File: src/rtl/prescaled_updown_counter_pkg.sv
// Shared constants for the prescaled up/down counter: overflow modes and legal width range.
package prescaled_updown_counter_pkg;
  localparam int MODE_WRAP     = 0;
  localparam int MODE_SATURATE = 1;
  localparam int WIDTH_MIN     = 2;
  localparam int WIDTH_MAX     = 32;
endpackage

File: src/rtl/prescaled_updown_counter_tick_divider.sv
// Enable-gated prescaler: raises adv on the last enabled cycle of each 2**PRESCALE_BITS period.
module tick_divider #(
  parameter int PRESCALE_BITS = 2
) (
  input  logic clock,
  input  logic reset_,
  input  logic enable,
  input  logic clear,
  output logic adv
);
  // Keep at least one register bit so the zero-prescale build needs no special port handling.
  localparam int PW = (PRESCALE_BITS == 0) ? 1 : PRESCALE_BITS;

  logic [PW-1:0] pre_q, pre_d;

  always_comb begin
    pre_d = pre_q;
    if (clear) begin
      pre_d = '0;
    end else if (enable) begin
      pre_d = pre_q + 1'b1;
    end
  end

  always_ff @(posedge clock or negedge reset_) begin
    if (!reset_) begin
      pre_q <= '0;
    end else begin
      pre_q <= pre_d;
    end
  end

  assign adv = enable && ((PRESCALE_BITS == 0) || (&pre_q));
endmodule

File: src/rtl/prescaled_updown_counter.sv
// Up/down counter advanced by a prescaled enable, with wrap or saturate overflow handling.
module prescaled_updown_counter
  import prescaled_updown_counter_pkg::*;
#(
  parameter int WIDTH         = 16,
  parameter int PRESCALE_BITS = 2,
  parameter int SATURATE      = MODE_WRAP
) (
  input  logic             clock,
  input  logic             reset_,
  input  logic             enable,
  input  logic             up,
  input  logic [WIDTH-1:0] step,
  input  logic             load,
  input  logic [WIDTH-1:0] load_value,
  output logic [WIDTH-1:0] counter,
  output logic             tick,
  output logic             overflow,
  output logic             at_max,
  output logic             at_min
);
  logic             adv;
  logic [WIDTH-1:0] counter_q, counter_d;
  logic             tick_q, tick_d;
  logic             overflow_q, overflow_d;
  logic [WIDTH:0]   ext;

  tick_divider #(
    .PRESCALE_BITS (PRESCALE_BITS)
  ) u_tick_divider (
    .clock  (clock),
    .reset_ (reset_),
    .enable (enable),
    .clear  (load),
    .adv    (adv)
  );

  // The extra top bit is the carry on add and the borrow on subtract.
  always_comb begin
    counter_d  = counter_q;
    tick_d     = 1'b0;
    overflow_d = 1'b0;
    ext        = up ? ({1'b0, counter_q} + {1'b0, step})
                    : ({1'b0, counter_q} - {1'b0, step});
    if (load) begin
      counter_d = load_value;
    end else if (adv) begin
      tick_d     = 1'b1;
      overflow_d = ext[WIDTH];
      if ((SATURATE == MODE_SATURATE) && ext[WIDTH]) begin
        counter_d = up ? '1 : '0;
      end else begin
        counter_d = ext[WIDTH-1:0];
      end
    end
  end

  always_ff @(posedge clock or negedge reset_) begin
    if (!reset_) begin
      counter_q  <= '0;
      tick_q     <= 1'b0;
      overflow_q <= 1'b0;
    end else begin
      counter_q  <= counter_d;
      tick_q     <= tick_d;
      overflow_q <= overflow_d;
    end
  end

  assign counter  = counter_q;
  assign tick     = tick_q;
  assign overflow = overflow_q;
  assign at_max   = &counter_q;
  assign at_min   = ~|counter_q;
endmodule

File: config.mk
export PLATFORM = sky130hd
export DESIGN_NAME = prescaled_updown_counter
export DESIGN_NICKNAME = d
export VERILOG_FILES = /design/src/rtl/prescaled_updown_counter_pkg.sv /design/src/rtl/prescaled_updown_counter_tick_divider.sv /design/src/rtl/prescaled_updown_counter.sv
export SDC_FILE = /design/constraint.sdc
export NUM_CORES = 1
export LEC_CHECK = 0
export BUFFER_PORTS_ARGS = -buffer_cell sky130_fd_sc_hd__buf_2
export CAP_MARGIN = 0
export CORE_ASPECT_RATIO = 0.7
export CORE_MARGIN = 2
export CORE_UTILIZATION = 40
export CTS_CLUSTER_DIAMETER = 60
export DETAILED_ROUTE_END_ITERATION = 12
export HOLD_SLACK_MARGIN = 0.12
export PLACE_DENSITY = 0.66
export SYNTH_ARGS = -nofsm -noshare
export SYNTH_HDL_FRONTEND = slang
export SYNTH_SLANG_ARGS = --single-unit
export TNS_END_PERCENT = 30
File: constraint.sdc
create_clock -name clock -period 4.3 [get_ports clock]
set_clock_uncertainty 0.1 [all_clocks]
set_input_delay 0.215 -clock clock [delete_from_list [all_inputs] [get_ports clock]]
set_output_delay 0.215 -clock clock [all_outputs]
set_load 0.1 [all_outputs]
==> impl_metrics.ini <==
[routing]
ant_nets = 0
drc_errors = 0
drt_iter0_drc = 91
vias_per_cell = 5.35
drt_first_pass_iters = 4
wirelength_um = 5320
post_drt_wl_per_cell_um = 14.2
num_vias = 2001

[logic_synthesis]
yosys-top-cells-count = 30 x a21oi_1, 25 x nand2_1, 20 x dfrtp_1
synth_top_area_share = 0.252
synth_largest_area_cell = dfrtp_1
synth-async-reset-ratio = 1.00
synthTopCellsByArea = dfrtp_1 25%, ha_1 11%, a21oi_1 7.6%
ys_ff_latch = 20
synth_edf_count = 0
syn-instance-count = 240
syn-cell-area_um2 = 1990
synth_most_common_cell = a21oi_1
ys_types = 46
avgSynthCellArea_um2 = 8.28
ys_warn_count = 0
synth_fp_nets = 296
yosysSeqAreaShare = 0.252
synthFlopType = dfrtp_1

[floorplan]
ios = 57
coreArea_um2 = 4780
rows = 21
initial_core_util = 0.415
dieWidth_um = 88.2
die_area_um2 = 5560
fp.dieH_um = 63.0

[global_routing]
grt_pass1_wl_um = 8500
track_usage = 0.192
overflow = 0
grt_pass1_vias = 1768
grt_max_degree = 35
antenna_found_initial = 0

[placed_design]
port_buffers = 56
dpl.hpwl_um = 4120
gp_congestion = 0.937

[worst_setup_path]
rr_startpoint = counter[0]$_DFFE_PN0P_
cp.required_ns = 4.32
crit_start = step[4]
startpoint_type = input pin
cp_max_fo = 5
critPathKind = input pin to flip-flop
worst_setup_path_end_kind = flip-flop
arrival_ns = 2.83

[sta]
worstMarginPinSlew_ns = 0.712
timing.hold.ws_ns = 0.133
finalSetupTns_ns = 0
grt_setup_unrepaired = false
slew_headroom = 0.524
fmaxAchievable_mhz = 356
drv_slew = 0
fin_crit_sh = 0.653
period_needed_ns = 2.81
setup_violations = 0
finalHoldViolations = 0

[clock_network]
path_clk_slew_ns = 0.08
cts_tree = done
ctsResizeCount = 0
cts.sinks = 20
insertion_delay_ns = 0.26
cts_buffers = 3
root_buffer = clkbuf_8
clk_path_buf_depth = 2
cts_max_level = 1

[outcome]
status = finished clean

[power]
pwr-share-comb = 0.554
p_switching_w = 0.000378
seq_power_share = 0.289
power.share.clock = 0.157
power.density_nw_per_um2 = 319
p_total_w = 0.000801
power_leakage_nw = 1.19
switching_share = 0.472
p_int_w = 0.000423
irDropWorstVdd_uv = 151

[layout]
drive_gt1_frac = 0.252
diodes = 0
final_nets = 363
fillers = 458
syn_to_final_growth_pct = 26.6

[worst_hold_path]
hp-class = input pin to flip-flop
min_from = load_value[9]

[job]
drv_cap = 0
## path summary, 6_finish.rpt
path,slack [ns],end,cells after the start
min in group asynchronous,0.34,counter[2]$_DFFE_PN0P_,2
max in group asynchronous,3.43,counter[6]$_DFFE_PN0P_,2
max,1.49,counter[14]$_DFFE_PN0P_,13
min reg2reg,0.43,u_tick_divider.pre_q[1]$_DFFE_PN0P_,2
max reg2reg,1.81,counter[10]$_DFFE_PN0P_,8
min,0.13,counter[9]$_DFFE_PN0P_,3
## through the flow
stage	worst slack, ns	util	cell area (um2)	instances
2_1_floorplan	1.03	-	1990	240
3_3_place_gp	1.27	0.486	2320	356
3_5_place_dp	1.26	0.486	2320	356
4_1_cts	1.52	0.526	2520	374
5_1_grt	1.28	0.526	2520	374
6_report	1.49	0.526	2520	374
## final cells by class
cell class	count	area [um2]	share of cell area
clock buffer	3	41.3	0.0164
sequential	20	500	0.199
timing repair buffer	71	430	0.171
tap	69	86.3	0.0343
multi-input combinational	203	1430	0.567
inverter	8	30.0	0.0119
## power by group through the flow
stage	Clock [W]	Combinational (W)	Sequential, W
2_1_floorplan	0	0.000234	0.000336
3_3_place_gp	0	0.000433	0.000234
3_5_place_dp	0	0.000432	0.000235
4_1_cts	0.000127	0.000444	0.000231
5_1_grt	0.000134	0.000485	0.000234
6_report	0.000126	0.000444	0.000232
## placed cells by master (no fill, tap or decap), drive strengths merged, types with 2 or more instances in the layout
cell and count:
nand4 8, o21ai 16, xnor2 16, a31o 3, xor2 13, o211ai 3, nor3 4, a21oi 30
and3b 2, inv 8, o21bai 2, nor4 7, nor3b 2, o2bb2ai 2, a21o 3, o221ai 3
nand2 25, mux2 2, or2 2, ha 18, a31oi 8, dlygate4sd3 15, buf 56, clkbuf 3
nor2 17, dfrtp 20, mux2i 5, a21boi 2
## critical path: stages
cell       delay (ns)
buf_2            0.11
nor3_2           0.25
nand2_1          0.13
nor4_2           0.41
a21oi_1          0.16
xor2_1           0.17
ha_1             0.37
a21oi_1          0.12
o21ai_1          0.32
o211ai_1         0.14
o2bb2ai_2        0.14
xnor2_1          0.16
o221ai_1         0.14
## sequential cells by signal (all words and copies together), names as in the netlist
register              cells
u_tick_divider.pre_q      2
counter                  16
tick                      1
overflow                  1
## cell families (layout without fill, tap and decap cells)
kind of cell / after synthesis / in the layout / synth area share
AOI/OAI and AO/OA: 75 / 75 / 0.238
xor gates and xnor gates: 29 / 29 / 0.128
adders and majority gates: 19 / 19 / 0.123
buffers and inverters: 17 / 82 / 0.0327
DFF: 20 / 20 / 0.252
muxes: 7 / 7 / 0.0365
and+or+nand+nor: 73 / 73 / 0.190
## layer usage
| layer | vias up | part of all wire | GRT usage |
|---|---|---|---|
| li1 | 1008 | - | - |
| met1 | 934 | 0.51 | 0.285 |
| met2 | 59 | 0.44 | 0.299 |
| met3 | 0 | 0.048 | 0.0370 |
| met4 | 0 | 0 | 0.0152 |
| met5 | - | 0 | 0 |
## repair_timing
| item | in CTS | in global routing |
|---|---|---|
| hold endpoints to repair | 34 | 0 |
| hold buffers | 15 | 0 |
| setup endpoints to repair | 0 | 0 |
| buffers inserted | 0 | 0 |
No activity file was read; power rests on OpenSTA's default activity.
